## src/rtl/fc_ctrl_pkg.sv

```systemverilog
// Shared types and defaults for the FC frame sequencer.
//   fc_state_e : frame sequencer states
//   DATA_W     : default sample/logit width
//   CLS_W      : class index width
//   *_DEF      : default beat count, logit count and logit-gap timeout
package fc_ctrl_pkg;

  localparam int unsigned DATA_W          = 12;
  localparam int unsigned CLS_W           = 4;
  localparam int unsigned INPUT_WIDTH_DEF = 16;
  localparam int unsigned OUTPUT_NUM_DEF  = 10;
  localparam int unsigned TIMEOUT_CYC_DEF = 64;

  typedef enum logic [1:0] {
    IDLE = 2'd0,
    FEED = 2'd1,
    WAIT = 2'd2,
    DONE = 2'd3
  } fc_state_e;

endpackage

```

## src/rtl/fc_argmax_tracker.sv

```systemverilog
// Running argmax over a strobed stream of signed logits.
//   clear_i  : zero index/value registers
//   strobe_i : a logit is present on data_i with its index on idx_i
//   load_i   : take this logit unconditionally (first of a frame)
//   idx_o    : index of the current maximum
//   val_o    : current maximum value
module fc_argmax_tracker
  import fc_ctrl_pkg::*;
#(
  parameter int unsigned DATA_W = fc_ctrl_pkg::DATA_W
) (
  input  logic                     clk,
  input  logic                     rst_n,
  input  logic                     clear_i,
  input  logic                     strobe_i,
  input  logic                     load_i,
  input  logic [CLS_W-1:0]         idx_i,
  input  logic signed [DATA_W-1:0] data_i,
  output logic [CLS_W-1:0]         idx_o,
  output logic signed [DATA_W-1:0] val_o
);

  logic [CLS_W-1:0]         idx_q;
  logic signed [DATA_W-1:0] val_q;

  // Strictly-greater replace keeps the lowest index on ties.
  always_ff @(posedge clk or negedge rst_n) begin
    if (!rst_n) begin
      idx_q <= '0;
      val_q <= '0;
    end else if (clear_i) begin
      idx_q <= '0;
      val_q <= '0;
    end else if (strobe_i && (load_i || (data_i > val_q))) begin
      idx_q <= idx_i;
      val_q <= data_i;
    end
  end

  assign idx_o = idx_q;
  assign val_o = val_q;

endmodule

```

## src/rtl/fc_frame_sequencer.sv

```systemverilog
// Frame-level controller in front of fully_connected.
// Feeds INPUT_WIDTH 3-channel beats to the FC, collects OUTPUT_NUM logits,
// tracks their argmax and offers {class, max logit} on a valid/ready port.
//   s_valid/s_ready/s_data_*  : Pool2 beat input
//   fc_valid_in/fc_data_*     : registered beat to the FC (1 cycle latency)
//   fc_valid_out/fc_data_out  : logit strobe from the FC
//   m_valid/m_ready/m_class/m_logit : result port
//   busy, err_timeout, err_spurious : status (errors sticky until reset)
//   rd_idx/rd_data            : score buffer read (FC_SCORE_BUF_EN only,
//                               otherwise rd_data is 0)
module fc_frame_sequencer
  import fc_ctrl_pkg::*;
#(
  parameter int unsigned INPUT_WIDTH = INPUT_WIDTH_DEF,
  parameter int unsigned OUTPUT_NUM  = OUTPUT_NUM_DEF,
  parameter int unsigned DATA_W      = fc_ctrl_pkg::DATA_W,
  parameter int unsigned TIMEOUT_CYC = TIMEOUT_CYC_DEF
) (
  input  logic                     clk,
  input  logic                     rst_n,
  input  logic                     s_valid,
  output logic                     s_ready,
  input  logic signed [DATA_W-1:0] s_data_1,
  input  logic signed [DATA_W-1:0] s_data_2,
  input  logic signed [DATA_W-1:0] s_data_3,
  output logic                     fc_valid_in,
  output logic signed [DATA_W-1:0] fc_data_1,
  output logic signed [DATA_W-1:0] fc_data_2,
  output logic signed [DATA_W-1:0] fc_data_3,
  input  logic signed [DATA_W-1:0] fc_data_out,
  input  logic                     fc_valid_out,
  output logic                     m_valid,
  input  logic                     m_ready,
  output logic [CLS_W-1:0]         m_class,
  output logic signed [DATA_W-1:0] m_logit,
  output logic                     busy,
  output logic                     err_timeout,
  output logic                     err_spurious,
  input  logic [CLS_W-1:0]         rd_idx,
  output logic signed [DATA_W-1:0] rd_data
);

  localparam int unsigned BEAT_W = (INPUT_WIDTH > 1) ? $clog2(INPUT_WIDTH) : 1;
  localparam int unsigned GAP_W  = (TIMEOUT_CYC > 1) ? $clog2(TIMEOUT_CYC) : 1;

  fc_state_e                state_q, state_d;
  logic [BEAT_W-1:0]        beat_q, beat_d;
  logic [CLS_W-1:0]         lg_q, lg_d;
  logic [GAP_W-1:0]         gap_q, gap_d;
  logic                     err_to_q, err_to_d;
  logic                     err_sp_q, err_sp_d;
  logic                     s_ready_q, busy_q, m_valid_q, fc_valid_q;
  logic signed [DATA_W-1:0] fc_d1_q, fc_d2_q, fc_d3_q;

  logic                     accept;
  logic                     logit_stb;
  logic                     trk_clear;
  logic                     trk_load;

  assign accept    = s_valid & s_ready_q;
  assign logit_stb = fc_valid_out & (state_q == WAIT);

  // Next-state and counter logic.
  always_comb begin
    state_d   = state_q;
    beat_d    = beat_q;
    lg_d      = lg_q;
    gap_d     = gap_q;
    err_to_d  = err_to_q;
    err_sp_d  = err_sp_q;
    trk_clear = 1'b0;
    trk_load  = 1'b0;

    case (state_q)
      IDLE: begin
        // Logit and gap counters start fresh on every WAIT entry.
        lg_d  = '0;
        gap_d = '0;
        if (accept) begin
          beat_d    = BEAT_W'(1);
          trk_clear = 1'b1;
          state_d   = (INPUT_WIDTH == 1) ? WAIT : FEED;
        end
      end
      FEED: begin
        lg_d  = '0;
        gap_d = '0;
        if (accept) begin
          beat_d = beat_q + 1'b1;
          if (beat_q == BEAT_W'(INPUT_WIDTH - 1)) begin
            state_d = WAIT;
          end
        end
      end
      WAIT: begin
        if (fc_valid_out) begin
          trk_load = (lg_q == '0);
          gap_d    = '0;
          lg_d     = lg_q + 1'b1;
          if (lg_q == CLS_W'(OUTPUT_NUM - 1)) begin
            state_d = DONE;
          end
        end else if (gap_q == GAP_W'(TIMEOUT_CYC - 1)) begin
          // This idle cycle brings the gap to TIMEOUT_CYC: abandon the frame.
          err_to_d = 1'b1;
          state_d  = IDLE;
        end else begin
          gap_d = gap_q + 1'b1;
        end
      end
      DONE: begin
        if (m_valid_q && m_ready) begin
          state_d = IDLE;
        end
      end
      default: state_d = IDLE;
    endcase

    if (fc_valid_out && (state_q != WAIT)) begin
      err_sp_d = 1'b1;
    end
  end

  // State, counters and registered outputs.
  always_ff @(posedge clk or negedge rst_n) begin
    if (!rst_n) begin
      state_q    <= IDLE;
      beat_q     <= '0;
      lg_q       <= '0;
      gap_q      <= '0;
      err_to_q   <= 1'b0;
      err_sp_q   <= 1'b0;
      s_ready_q  <= 1'b0;
      busy_q     <= 1'b0;
      m_valid_q  <= 1'b0;
      fc_valid_q <= 1'b0;
      fc_d1_q    <= '0;
      fc_d2_q    <= '0;
      fc_d3_q    <= '0;
    end else begin
      state_q    <= state_d;
      beat_q     <= beat_d;
      lg_q       <= lg_d;
      gap_q      <= gap_d;
      err_to_q   <= err_to_d;
      err_sp_q   <= err_sp_d;
      s_ready_q  <= (state_d == IDLE) || (state_d == FEED);
      busy_q     <= (state_d != IDLE);
      m_valid_q  <= (state_d == DONE);
      fc_valid_q <= accept;
      if (accept) begin
        fc_d1_q <= s_data_1;
        fc_d2_q <= s_data_2;
        fc_d3_q <= s_data_3;
      end
    end
  end

  fc_argmax_tracker #(
    .DATA_W(DATA_W)
  ) u_argmax (
    .clk     (clk),
    .rst_n   (rst_n),
    .clear_i (trk_clear),
    .strobe_i(logit_stb),
    .load_i  (trk_load),
    .idx_i   (lg_q),
    .data_i  (fc_data_out),
    .idx_o   (m_class),
    .val_o   (m_logit)
  );

`ifdef FC_SCORE_BUF_EN
  logic signed [DATA_W-1:0] score_q [OUTPUT_NUM];

  // Per-frame logit store, overwritten entry by entry by the next frame.
  always_ff @(posedge clk or negedge rst_n) begin
    if (!rst_n) begin
      for (int i = 0; i < int'(OUTPUT_NUM); i++) begin
        score_q[i] <= '0;
      end
    end else if (logit_stb) begin
      score_q[lg_q] <= fc_data_out;
    end
  end

  assign rd_data = (32'(rd_idx) < OUTPUT_NUM) ? score_q[rd_idx] : '0;
`else
  logic unused_rd_idx;
  assign unused_rd_idx = ^rd_idx;
  assign rd_data       = '0;
`endif

  assign s_ready      = s_ready_q;
  assign busy         = busy_q;
  assign m_valid      = m_valid_q;
  assign fc_valid_in  = fc_valid_q;
  assign fc_data_1    = fc_d1_q;
  assign fc_data_2    = fc_d2_q;
  assign fc_data_3    = fc_d3_q;
  assign err_timeout  = err_to_q;
  assign err_spurious = err_sp_q;

endmodule

```

## config.mk

```make
export PLATFORM = sky130hd
export DESIGN_NAME = fc_frame_sequencer
export DESIGN_NICKNAME = d
export VERILOG_FILES = /design/src/rtl/fc_ctrl_pkg.sv /design/src/rtl/fc_argmax_tracker.sv /design/src/rtl/fc_frame_sequencer.sv
export SDC_FILE = /design/constraint.sdc
export NUM_CORES = 1
export LEC_CHECK = 0
export BUFFER_PORTS_ARGS = -buffer_cell sky130_fd_sc_hd__buf_2
export CAP_MARGIN = 30
export CORE_UTILIZATION = 42
export DETAILED_ROUTE_END_ITERATION = 8
export GPL_ROUTABILITY_DRIVEN = 0
export PLACE_DENSITY = 0.71
export SYNTH_ARGS = -nofsm -noshare
export SYNTH_HDL_FRONTEND = slang
export SYNTH_SLANG_ARGS = --single-unit
```

## constraint.sdc

```tcl
create_clock -name clk -period 3.2 [get_ports clk]
set_input_delay 0.48 -clock clk [delete_from_list [all_inputs] [get_ports clk]]
set_output_delay 0.48 -clock clk [all_outputs]
set_load 0.02 [all_outputs]
```

==> results.md <==
| Item | Value |
| --- | --- |
| Data required time at the worst endpoint | 3.45 ns |
| PnR worst setup slack | 0.835 ns |
| Clock slew seen by the registers of the worst setup and hold paths | 0.08 ns |
| Syn Std Cell Area | 0.00354 mm² |
| DR vias/cell | 5.02 |
| Wire length per cell | 13.5 µm |
| Post-synthesis async set-or-reset flop share | 100% |
| Worst-skew pair later-pin latency | 0.34 ns |
| Layout cells sized above 1 | 40.0% |
| Finish-stage setup viols | 0 |
| Kind of end point of the critical path | register |
| Slew @ Worst Pin | 0.839 ns |
| Outcome | completed |
| Final period utilization | 73.9% |
| Data arrival time at the worst-slack endpoint | 2.61 ns |
| Highest fanout seen on the critical path | 21 |
| Wire length of the first global-routing pass | 12.2 mm |
| Overall die width | 93.8 µm |
| Post-synthesis to final-layout area growth | 22.0% |
| Port Buffers | 110 |
| Power per unit of standard cell area | 745 mW/mm² |
| Total iterations of the first detailed-routing run | 4 |
| Pre-CTS setup slack | 0.665 ns |
| Worst path max stage delay | 0.38 ns |
| Number of buffers added to fix hold violations after cts | 0 |
| Type of the most critical hold path | in -> async |
| Total Neg Setup Slack | 0 ns |
| Flops & latches, synth | 74 |
| Post-cts sizing count | 0 |
| Pin count of the biggest net entering global routing | 40 |
| I/O pin count | 127 |
| Residual overflow from global routing | 0 |
| Effective utilization at floorplan | 43.3% |
| Iter 0 DRT Violations | 84 |
| Most area-consuming cells after synthesis | dfrtp_1 52%, mux2_2 11%, ha_1 6.0% |
| Most frequently used flop master after synthesis | dfrtp_1 |
| H-tree levels | 3 |
| Worst relative slew slack | 44.0% |
| Deepest clock path buffer count | 2 |
| Cell taking the most area after synthesis | dfrtp_1 |
| Warnings from Yosys | 0 |
| Post-CTS Setup Inserts | 0 |
| TritonCTS clock tree | built |
| Unrepaired setup endpoints after global routing | false |
| Die outline height | 93.8 µm |
| Number of flops mapped to enable cells by yosys | 0 |
| Final core utilization | 52.8% |
| Distinct cell type count of the synthesized netlist | 49 |
| GR Util All Layers | 17.8% |
| Final hold vios | 0 |
| Final routed DRC violation total | 0 |
| Total number of vias | 2676 |
| Detailed-route wire length | 7.20 mm |
| Cell count after synthesis | 312 |
| Die area | 0.00881 mm² |
| Post-route antenna net violation count | 0 |
| Syn avg cell area | 11.4 µm² |
| Maximum achievable frequency | 0.423 GHz |
| Share of Yosys cell area claimed by the top area cell type | 52.3% |
| Number of sinks driven by the clock tree | 74 |
| Number of nets in the layout | 497 |
| Antenna violations before repair | 0 |
| Startpoint type of the worst setup path | register |
| Number of max-cap violations | 0 |
| Crit path time final | 2.36 ns |
| Peak supply drop | 0.339 mV |
| Cell Chain, Critical Path | inv_1, ha_1, and4_1, a41o_1, o211a_1, a211oi_4, buf_4, o21ai_0, o31ai_1 |
| Std cell rows | 33 |
| Proportion of synthesized chip area in sequential cells | 52.3% |
| Vias in the first global route | 2761 |
| Leakage power | 0.00214 µW |
| Max Clock Skew | 0.00755 ns |
| Number of pins exceeding their max-slew limit in the final report | 0 |
| DP Wirelength | 5.26 mm |
| Num CTS Buffers | 9 |
| Critical setup path kind | reg -> reg |
| Ant. Diodes | 0 |
| Std-Cell Core Area | 0.00818 mm² |
| Critical-path cell with the highest stage delay | dfrtp_1 |
| CTS Root Buffer Type | clkbuf_8 |
| Worst Hold Slack | 0.235 ns |
==> critical path: cells and delay by family, from the launching register on <==
kind / cells / cell delay, ns
AND/OR/NAND/NOR: 1 / 0.22
AO/OA/AOI/OAI: 5 / 1.00
buffers and inverters: 2 / 0.38
adder cells (fa/ha/maj): 1 / 0.29
flip-flops: 1 / 0.38
==> sequential cells by signal (all words and copies together), names as in the netlist <==
register,flops
beat_q,4
busy,1
err_spurious,1
err_timeout,1
fc_data_1,12
fc_data_2,12
fc_data_3,12
fc_valid_in,1
gap_q,6
lg_q,4
m_valid,1
s_ready,1
state_q,2
u_argmax.idx_o,4
u_argmax.val_o,12
==> per-layer routing <==
| metal | vias up | global-route usage [%] | share of wire, % |
|---|---|---|---|
| met3 | 11 | 4.05 | 6.7 |
| li1 | 1287 | - | - |
| met4 | 0 | 7.44 | 1.8 |
| met2 | 112 | 29.9 | 47 |
| met5 | - | 0 | 0 |
| met1 | 1266 | 21.9 | 45 |
==> synthesized netlist by cell type, drive strengths merged (2+ instances only) <==
cell and instances:
a21o 4, a21oi 3, and2 5, and3 2, and4 2, buf 17, clkbuf 7, dfrtp 74
ha 17, inv 21, mux2 36, mux2i 3, nand2 30, nand2b 2, nand3 8, nand4 4
nor2 9, nor2b 2, nor3 2, o211a 2, o21a 2, o21ai 24, o22ai 2, o31ai 12
or2 2, xnor2 3
==> power by group <==
| part | internal [µW] | switching, µW | leakage [µW] |
|---|---|---|---|
| Sequential | 1190 | 179 | 0.000912 |
| Clock | 281 | 354 | 0.0000745 |
| Combinational | 497 | 719 | 0.00115 |
| Total | 1970 | 1250 | 0.00214 |
==> cell usage in the layout (no fill, tap or decap), types with 9 or more instances in the layout <==
cell	n
inv_1	21
ha_1	17
nand2_1	30
o21ai_0	22
conb_1	12
clkbuf_8	9
dfrtp_1	74
buf_2	110
o31ai_1	12
mux2_2	36
==> area by class of cell <==
| class | instances | area, µm² |
|---|---|---|
| fillers | 756 | 3850 |
| clock buffers | 10 | 128 |
| well taps | 105 | 131 |
| multi-input cells | 204 | 1500 |
| inverters | 21 | 78.8 |
| flip-flops and latches | 74 | 1850 |
| repair buffers | 113 | 586 |
| clock inverters | 6 | 43.8 |
==> final timing paths <==
check | endpoint | slack, ns | startpoint | depth (start not counted)
setup / recovery | u_argmax.val_o[7] | 0.84 | u_argmax.val_o[7] | 9
hold / removal | u_argmax.val_o[4] | 0.24 | rst_n | 1
setup reg to reg | u_argmax.val_o[7] | 0.84 | u_argmax.val_o[7] | 9
hold reg to reg | err_timeout | 0.46 | err_timeout | 1
max in group asynchronous | fc_data_2[10] | 2.27 | rst_n | 2
min in group clk | fc_data_1[8] | 0.37 | s_data_1[8] | 2
==> cells by family after synthesis <==
logic type                 count (synthesis)  synth area share [%]
DFF                                       74                  52.3
and+or+nand+nor                           72                  10.0
AOI/OAI and AO/OA                         60                  11.8
buffers and inverters                     45                  6.50
muxes                                     39                  12.3
adders and majority gates                 17                  6.00
xor gates and xnor gates                   4                 0.989
other                                      1                 0.106
==> through the flow <==
stage	cell area (µm²)	total power, µW	instances
after global routing	4320	3450	533
after detailed placement	4150	2610	517
after CTS	4320	3270	533
after floorplan	3580	2210	323
final	4320	3220	533
after global placement	4150	2560	517
Power figures use the tool's default switching activity.
